**src/rtl/aibcr3_dll_lock_det.sv**
```systemverilog
// DLL lock detector: accumulates phase-detector up/down votes over programmable
// windows and asserts a registered, glitch-free dll_lock after N consecutive balanced windows.
module aibcr3_dll_lock_det #(
    parameter int unsigned CNT_W = 8,
    parameter int unsigned STB_W = 4
) (
    input  logic       clk_dcd,
    input  logic       RSTb,
    input  logic       dll_en,
    input  logic       pd_up,
    input  logic       pd_dn,
    input  logic [1:0] rb_lock_win,
    input  logic [3:0] rb_lock_tol,
    input  logic [3:0] rb_lock_cnt,
    input  logic       rb_cont_cal,
    output logic       dll_lock,
    output logic [1:0] lock_st,
    output logic       win_done
);

    localparam logic [1:0] ST_IDLE   = 2'b00;
    localparam logic [1:0] ST_ACQ    = 2'b01;
    localparam logic [1:0] ST_LOCKED = 2'b10;

    localparam int unsigned CMP_W = (STB_W > 4) ? STB_W : 4;

    logic [1:0]       state;
    logic [CNT_W-1:0] win_cnt;
    logic [CNT_W-1:0] up_cnt;
    logic [CNT_W-1:0] dn_cnt;
    logic [STB_W-1:0] stb_cnt;

    logic [CNT_W-1:0] len_m1;
    logic [CNT_W-1:0] up_nxt;
    logic [CNT_W-1:0] dn_nxt;
    logic [CNT_W-1:0] diff;
    logic [STB_W-1:0] stb_inc;
    logic [3:0]       need;
    logic             win_end;
    logic             stable;
    logic             lock_hit;

    always_comb begin
        case (rb_lock_win)
            2'd0:    len_m1 = CNT_W'(15);
            2'd1:    len_m1 = CNT_W'(31);
            2'd2:    len_m1 = CNT_W'(63);
            default: len_m1 = CNT_W'(127);
        endcase
    end

    // The closing cycle's own vote is folded in before the window is judged.
    always_comb begin
        up_nxt = up_cnt;
        dn_nxt = dn_cnt;
        if (pd_up && !pd_dn && (up_cnt != '1)) up_nxt = up_cnt + CNT_W'(1);
        if (pd_dn && !pd_up && (dn_cnt != '1)) dn_nxt = dn_cnt + CNT_W'(1);
        diff     = (up_nxt >= dn_nxt) ? (up_nxt - dn_nxt) : (dn_nxt - up_nxt);
        stable   = ((up_nxt | dn_nxt) != '0) && (diff <= CNT_W'(rb_lock_tol));
        win_end  = (win_cnt == len_m1);
        stb_inc  = (stb_cnt == '1) ? stb_cnt : stb_cnt + STB_W'(1);
        need     = (rb_lock_cnt == 4'd0) ? 4'd1 : rb_lock_cnt;
        lock_hit = (CMP_W'(stb_inc) >= CMP_W'(need));
    end

    always_ff @(posedge clk_dcd or negedge RSTb) begin
        if (!RSTb) begin
            state    <= ST_IDLE;
            win_cnt  <= '0;
            up_cnt   <= '0;
            dn_cnt   <= '0;
            stb_cnt  <= '0;
            dll_lock <= 1'b0;
            win_done <= 1'b0;
        end else if (!dll_en || (state == ST_IDLE)) begin
            state    <= dll_en ? ST_ACQ : ST_IDLE;
            win_cnt  <= '0;
            up_cnt   <= '0;
            dn_cnt   <= '0;
            stb_cnt  <= '0;
            dll_lock <= 1'b0;
            win_done <= 1'b0;
        end else if (win_end) begin
            win_cnt  <= '0;
            up_cnt   <= '0;
            dn_cnt   <= '0;
            win_done <= 1'b1;
            if (state == ST_ACQ) begin
                if (stable) begin
                    stb_cnt <= stb_inc;
                    if (lock_hit) begin
                        state    <= ST_LOCKED;
                        dll_lock <= 1'b1;
                    end
                end else begin
                    stb_cnt <= '0;
                end
            end else if (!stable && rb_cont_cal) begin
                state    <= ST_ACQ;
                dll_lock <= 1'b0;
                stb_cnt  <= '0;
            end
        end else begin
            // A window shortened below win_cnt ends only after the counter wraps.
            win_cnt  <= win_cnt + CNT_W'(1);
            up_cnt   <= up_nxt;
            dn_cnt   <= dn_nxt;
            win_done <= 1'b0;
        end
    end

    assign lock_st = state;

endmodule

```
**config.mk**
```make
export PLATFORM = sky130hd
export DESIGN_NAME = aibcr3_dll_lock_det
export DESIGN_NICKNAME = d
export VERILOG_FILES = /design/src/rtl/aibcr3_dll_lock_det.sv
export SDC_FILE = /design/constraint.sdc
export NUM_CORES = 1
export LEC_CHECK = 0
export CELL_PAD_IN_SITES_DETAIL_PLACEMENT = 1
export CELL_PAD_IN_SITES_GLOBAL_PLACEMENT = 1
export CORE_ASPECT_RATIO = 1.25
export CORE_MARGIN = 2
export CORE_UTILIZATION = 45
export CTS_CLUSTER_SIZE = 30
export DETAILED_ROUTE_END_ITERATION = 8
export PLACE_DENSITY_LB_ADDON = 0.1
export SETUP_SLACK_MARGIN = 0.1
export SLEW_MARGIN = 30
export SYNTH_ARGS = -nofsm -noshare
export SYNTH_HDL_FRONTEND = slang
export SYNTH_SLANG_ARGS = --single-unit
```
**constraint.sdc**
```tcl
create_clock -name clk_dcd -period 7.1 [get_ports clk_dcd]
set_clock_uncertainty 0.1 [all_clocks]
set_input_delay 1.42 -clock clk_dcd [delete_from_list [all_inputs] [get_ports clk_dcd]]
set_output_delay 1.42 -clock clk_dcd [all_outputs]
set_load 0.005 [all_outputs]
```
==> impl_metrics.tcl, run 1 <==
set metrics [dict create \
    die_x_um 76.62 \
    clk_latency_ns 0.28 \
    cts-root-buf "clkbuf_8" \
    setup_violations 0 \
    rsz0062_at_grt "no" \
    placed_cells 458 \
    dr.first_iter.drc_count 101 \
    path_max_fanout 10 \
    tns_ns 0 \
    vias 2645 \
    dpl.hpwl_um 6039 \
    met1_usage_pct 27.47 \
    grt_use_met2_pct 41.96 \
    fin_crit_ns 6.607 \
    track_usage_pct 22.56 \
    clock_path_buffers 2 \
    clkSinkCount 31 \
    drt_first_pass_iters 4 \
    cp.arrival_ns 6.73 \
    grt_pass1_wl_um 13230 \
    hp-class "reg2reg" \
    outcome "complete, no violations" \
    diodes 0 \
    cp_slowest_cell "clkdlybuf4s50_1" \
    final_nets 432 \
    drive_gt1_share_pct 9.424 \
    dp_slack_ns -0.004046 \
    place_area_um2 3284 \
    drtAntennaViolNets 0 \
    use_met3_pct 2.581 \
    power-per-cell-area_nw_per_um2 162.2 \
    gp_congestion 0.8232 \
    syn_nets 405 \
    required_ns 7.22 \
    netlist_instances 354 \
    drc 0 \
    worst_slack_ns 0.4934 \
    viasPerCell 5.640 \
    syn-mean-instance-area_um2 8.380 \
    rows 33 \
    crit_top_cell "o21ai_0" \
    slew_viol_final 0 \
    grt-ovfl-total 0 \
    port_buffers 19 \
    cts_tree "yes" \
    finalCritPeriodShare_pct 93.05 \
    wire_per_inst_um 16.45 \
    tightest_slew_ns 0.6068 \
    die_h_um 94.78 \
    async_reset_ff_share_pct 100.0 \
    drt-total-wl_um 7714 \
    num_io_pins 20 \
    yosys_most_used_dff "dfrtp_1" \
    htreeDepth 2 \
    start_util_pct 45.76 \
    grt_pass1_vias 2762 \
    leakage_nw 1.609 \
    fp.dieArea_um2 7262 \
    design_area_um2 3413 \
    timing.hold.ws_ns 0.3596 \
    hold_buffers 0 \
    yosysWarnings 0 \
    postLayoutCoreUtil_pct 52.65 \
    path_class "in2reg" \
    timing.fmax_mhz 151.4 \
    antenna_found_initial 0 \
    startpoint_type "primary input" \
    synth_edf_count 0 \
    layout_commonest_cell "nor2_1" \
    layout_common_cells "44 x nor2_1, 33 x ha_1, 31 x dfrtp_1" \
    p_total_mw 0.5538 \
    cts_buffers 5 \
    synth-seq-cells 31 \
    grt_max_degree 32 \
    ys_types 54 \
    clkTransAtPathRegs_ns 0.07 \
    maxCapViolCount 0 \
    busiest_layer "met2" \
    max_stage_delay_ns 0.48 \
    synth_area_um2 2967 \
    design.core.area_um2 6482 \
    crit_path_end_kind "flip-flop" \
    layout.cells.non_filler 469 \
    ff2ff_setup_slack_ns 1.37 \
    yosysSeqAreaShare_pct 26.15 \
    slew_headroom_pct 59.12 \
    vdd_drop_max_mv 0.09730 \
    syn_to_final_growth_pct 15.06 \
    hold_violations 0 \
]
-- cell usage after synthesis (all sizes together), types with 2 or more instances --
cell type  count  area, um2
a21o           6      45.04
nand3b         4      42.54
a21oi         17      85.08
clkbuf         8      30.03
o221ai         4      52.56
or3            3      18.77
nor4           2      12.51
a211oi         4      30.03
o32ai          2      36.29
nand2b         6      37.54
xnor2         12      105.1
dfrtp         31      775.7
a311oi         3      26.28
o21a           4      30.03
nor3          12      60.06
a31o           2      17.52
xor2          13      113.9
inv           30      112.6
and2           3      18.77
nand4b         2      30.03
buf            3      18.76
and3           5      32.53
o21ai         16      83.83
mux2i          6      60.06
o211ai         3      22.52
nor2b          6      37.54
ha            34      425.4
nand4          8      50.05
nand2         21      78.83
and4           3      28.78
nor2          44      165.2
nand3         22      110.1
-- worst max-delay path, delay by kind of cell --
kind,cells,cell delay [ns]
compound gates,11,1.96
xor+xnor,2,0.36
simple gates,8,1.67
fa+ha+maj,2,0.75
buf+inv,2,0.55
-- power breakdown --
| group | switching (mW) | total (mW) | internal [mW] | leakage, nW |
|---|---|---|---|---|
| logic | 0.123 | 0.221 | 0.0983 | 1.14 |
| clock network | 0.0679 | 0.136 | 0.0684 | 0.0412 |
| registers | 0.0115 | 0.196 | 0.185 | 0.428 |
-- state kept, by name, summed over array words and instances (netlist names) --
name,cells
stb_cnt,4
win_done,1
up_cnt,8
win_cnt,8
dll_lock,1
lock_st,1
dn_cnt,8
-- cell families after synthesis --
logic type,share of synthesized area (%)
compound gates,18.69
flops,26.15
xor+xnor,7.381
mux,2.404
fa+ha+maj,15.01
buf+inv,5.441
simple gates,24.93
-- what timing repair did --
action / 4_1_cts / 5_1_grt
gates resized for setup: 0 / 5
setup endpoints to repair: 0 / 6
setup buffers: 0 / 3
-- final timing paths --
check                      startpoint          to  depth (start not counted)
setup reg to reg            dn_cnt[0]  stb_cnt[1]                         24
setup / recovery                pd_up  stb_cnt[1]                         25
hold / removal             win_cnt[0]  win_cnt[0]                          1
max in group asynchronous        RSTb    win_done                          2
hold reg to reg            win_cnt[0]  win_cnt[0]                          1
min in group asynchronous        RSTb   dn_cnt[5]                          2
-- layout make-up --
cell class | count | area (um2)
Fill cell | 806 | 3069
Multi-Input combinational cell | 282 | 2051
Sequential cell | 31 | 775.7
Timing Repair Buffer | 31 | 280.3
Inverter | 30 | 112.6
Tap cell | 87 | 108.9
Clock buffer | 6 | 72.57
Clock inverter | 2 | 12.51
-- routing by layer --
metal	up-vias	wire length [um]
met3	12	149
met4	0	134
li1	1304	-
met5	-	0
met2	24	3902
met1	1305	3528
Note: power is estimated with default switching activity, not from simulation.
==> run 2, diff against run 1 <==
--- a/config.mk
+++ b/config.mk
@@ -5,11 +5,13 @@
 export SDC_FILE = /design/constraint.sdc
 export NUM_CORES = 1
 export LEC_CHECK = 0
+export ABC_AREA = 0
 export CELL_PAD_IN_SITES_DETAIL_PLACEMENT = 1
 export CELL_PAD_IN_SITES_GLOBAL_PLACEMENT = 1
 export CORE_ASPECT_RATIO = 1.25
 export CORE_MARGIN = 2
 export CORE_UTILIZATION = 45
+export CTS_BUF_LIST = sky130_fd_sc_hd__clkbuf_4 sky130_fd_sc_hd__clkbuf_8 sky130_fd_sc_hd__clkbuf_16
 export CTS_CLUSTER_SIZE = 30
 export DETAILED_ROUTE_END_ITERATION = 8
 export PLACE_DENSITY_LB_ADDON = 0.1
==> run 2 against run 1 <==
Effect of this change: first-iteration DRC count did not move; utilization rose by 0.058 points; cell count did not move; via count barely moved; count of clock-buffer cells in the layout did not move; hold slack did not move; design area rose by 0.11%; setup slack got worse by 0.0033 ns; die area did not move; combinational power barely moved; largest power group unchanged.
==> impl_metrics.tcl, run 2 (synthesized netlist as in run 1, its figures left out) <==
set metrics [dict create \
    cts_buffers 5 \
    top_regs "dn_cnt (8), up_cnt (8), win_cnt (8)" \
    fin_crit_ns 6.610 \
    drtAntennaViolNets 0 \
    ff2ff_setup_slack_ns 1.37 \
    antenna_found_initial 0 \
    grt_max_degree 32 \
    wire_per_inst_um 16.45 \
    hold_buffers 0 \
    die_h_um 94.78 \
    setup_violations 0 \
    startpoint_type "primary input" \
    clock_path_buffers 2 \
    rr_endpoint "stb_cnt[1]" \
    required_ns 7.22 \
    switchingPower_mw 0.2024 \
    worstReg2RegStart "dn_cnt[0]" \
    drt_first_pass_iters 4 \
    grt-ovfl-total 0 \
    crit_top_cell "o21ai_0" \
    timing.hold.ws_ns 0.3596 \
    diodes 0 \
    cts_tree "yes" \
    clkSinkCount 31 \
    final_nets 432 \
    cts-root-buf "clkbuf_8" \
    slew_viol_final 0 \
    hp-class "reg2reg" \
    htreeDepth 2 \
    hold_violations 0 \
    gp_congestion 0.8232 \
    pwr-share-clk_pct 25.1 \
    dpl.hpwl_um 6039 \
    die_x_um 76.62 \
    drt-total-wl_um 7716 \
    layout_common_cells "44 x nor2_1, 33 x ha_1, 31 x dfrtp_1" \
    timing.fmax_mhz 151.3 \
    tightest_slew_ns 0.6068 \
    crit_cells 25 \
    cp_slowest_cell "clkdlybuf4s50_1" \
    num_io_pins 20 \
    dr.first_iter.drc_count 101 \
    reg2reg_depth 24 \
    path_max_fanout 10 \
    syn_to_final_growth_pct 15.18 \
    track_usage_pct 22.56 \
    vias 2647 \
    clkTransAtPathRegs_ns 0.07 \
    crit_start "pd_up" \
    rsz0062_at_grt "no" \
    layout_commonest_cell "nor2_1" \
    grt_pass1_vias 2762 \
    crit_path_end_kind "flip-flop" \
    start_util_pct 45.76 \
    outcome "complete, no violations" \
    leakage_nw 1.613 \
    pwr-share-comb_pct 39.7 \
    clk_latency_ns 0.28 \
    switching_share_pct 36.30 \
    grt_pass1_wl_um 13230 \
    p_seq_share_pct 35.2 \
    critPathCapture "stb_cnt[1]" \
    finalCritPeriodShare_pct 93.10 \
    path_class "in2reg" \
    vdd_drop_max_mv 0.09730 \
    rows 33 \
    cp.buffers_inverters 2 \
    crit_family "compound AO/OA/AOI/OAI gates" \
    port_buffers 19 \
    worst_slack_ns 0.4901 \
    drive_gt1_share_pct 9.686 \
    viasPerCell 5.644 \
    design.core.area_um2 6482 \
    max_stage_delay_ns 0.48 \
    p_int_mw 0.3552 \
    slew_headroom_pct 59.12 \
    fp.dieArea_um2 7262 \
    cp.arrival_ns 6.73 \
    dp_slack_ns -0.004046 \
    maxCapViolCount 0 \
    drc 0 \
    power-per-cell-area_nw_per_um2 163.2 \
]
[run 2: power by group through the flow]
stage	registers (mW)	clock network (mW)	logic, mW
after floorplan	0.197	0	0.152
after global placement	0.199	0	0.210
after detailed placement	0.199	0	0.213
after CTS	0.196	0.144	0.215
after global routing	0.198	0.150	0.247
final	0.196	0.140	0.221
[run 2: stage by stage]
stage                     power [mW]  instances  area, um2  setup TNS [ns]  util [%]
after floorplan               0.3495        354       2967               0         -
after global placement        0.4094        458       3284               0     50.67
after detailed placement      0.4121        458       3284       -0.004046     50.67
after CTS                     0.5546        466       3373               0     52.04
after global routing          0.5946        469       3417               0     52.71
final                         0.5576        469       3417               0     52.71
[run 2: how the worst min path moves through the flow]
stage / slack, ns / startpoint / depth (start not counted) / to
2_1_floorplan: 0.33 / win_cnt[0] / 1 / win_cnt[0]
3_3_place_gp: 0.35 / win_cnt[0] / 1 / win_cnt[0]
3_5_place_dp: 0.35 / win_cnt[0] / 1 / win_cnt[0]
4_1_cts: 0.36 / win_cnt[0] / 1 / win_cnt[0]
5_1_grt: 0.39 / win_cnt[0] / 1 / win_cnt[0]
6_report: 0.36 / win_cnt[0] / 1 / win_cnt[0]
[run 2: repair_timing]
| item | 4_1_cts | 5_1_grt |
|---|---|---|
| resized for setup | 0 | 5 |
| hold endpoints to repair | 0 | 0 |
| setup endpoints to repair | 0 | 6 |
| buffers inserted | 0 | 3 |
[run 2: final cells by class]
| class | count | area (um2) |
|---|---|---|
| flip-flops and latches | 31 | 775.7 |
| fillers | 806 | 3065 |
| multi-input cells | 282 | 2051 |
| clock inverters | 2 | 12.51 |
| inverters | 30 | 112.6 |
| repair buffers | 31 | 280.3 |
| clock buffers | 6 | 76.32 |
| well taps | 87 | 108.9 |
[run 2: routing by layer]
layer | up-vias | GRT usage, % | wire length, um
met5 | - | 0 | 0
met4 | 0 | 6.667 | 134
met1 | 1307 | 27.47 | 3529
li1 | 1304 | - | -
met3 | 12 | 2.581 | 149
met2 | 24 | 41.96 | 3903
[run 2: worst reg2reg max path: stages (launching register included)]
cell,delay (ns)
dfrtp_1,0.42
ha_1,0.24
and4_4,0.21
a41oi_4,0.37
nand4_1,0.18
xor2_1,0.37
inv_1,0.08
ha_1,0.43
and4_1,0.30
o21ai_0,0.11
nand2b_1,0.09
nor2b_2,0.23
o32ai_4,0.17
a211oi_1,0.28
a31oi_1,0.09
xor2_1,0.17
ha_1,0.30
o21ai_0,0.08
a21oi_1,0.06
o21ai_0,0.26
o211ai_1,0.14
a211oi_1,0.26
nand4b_2,0.29
o221ai_1,0.28
or3_1,0.15
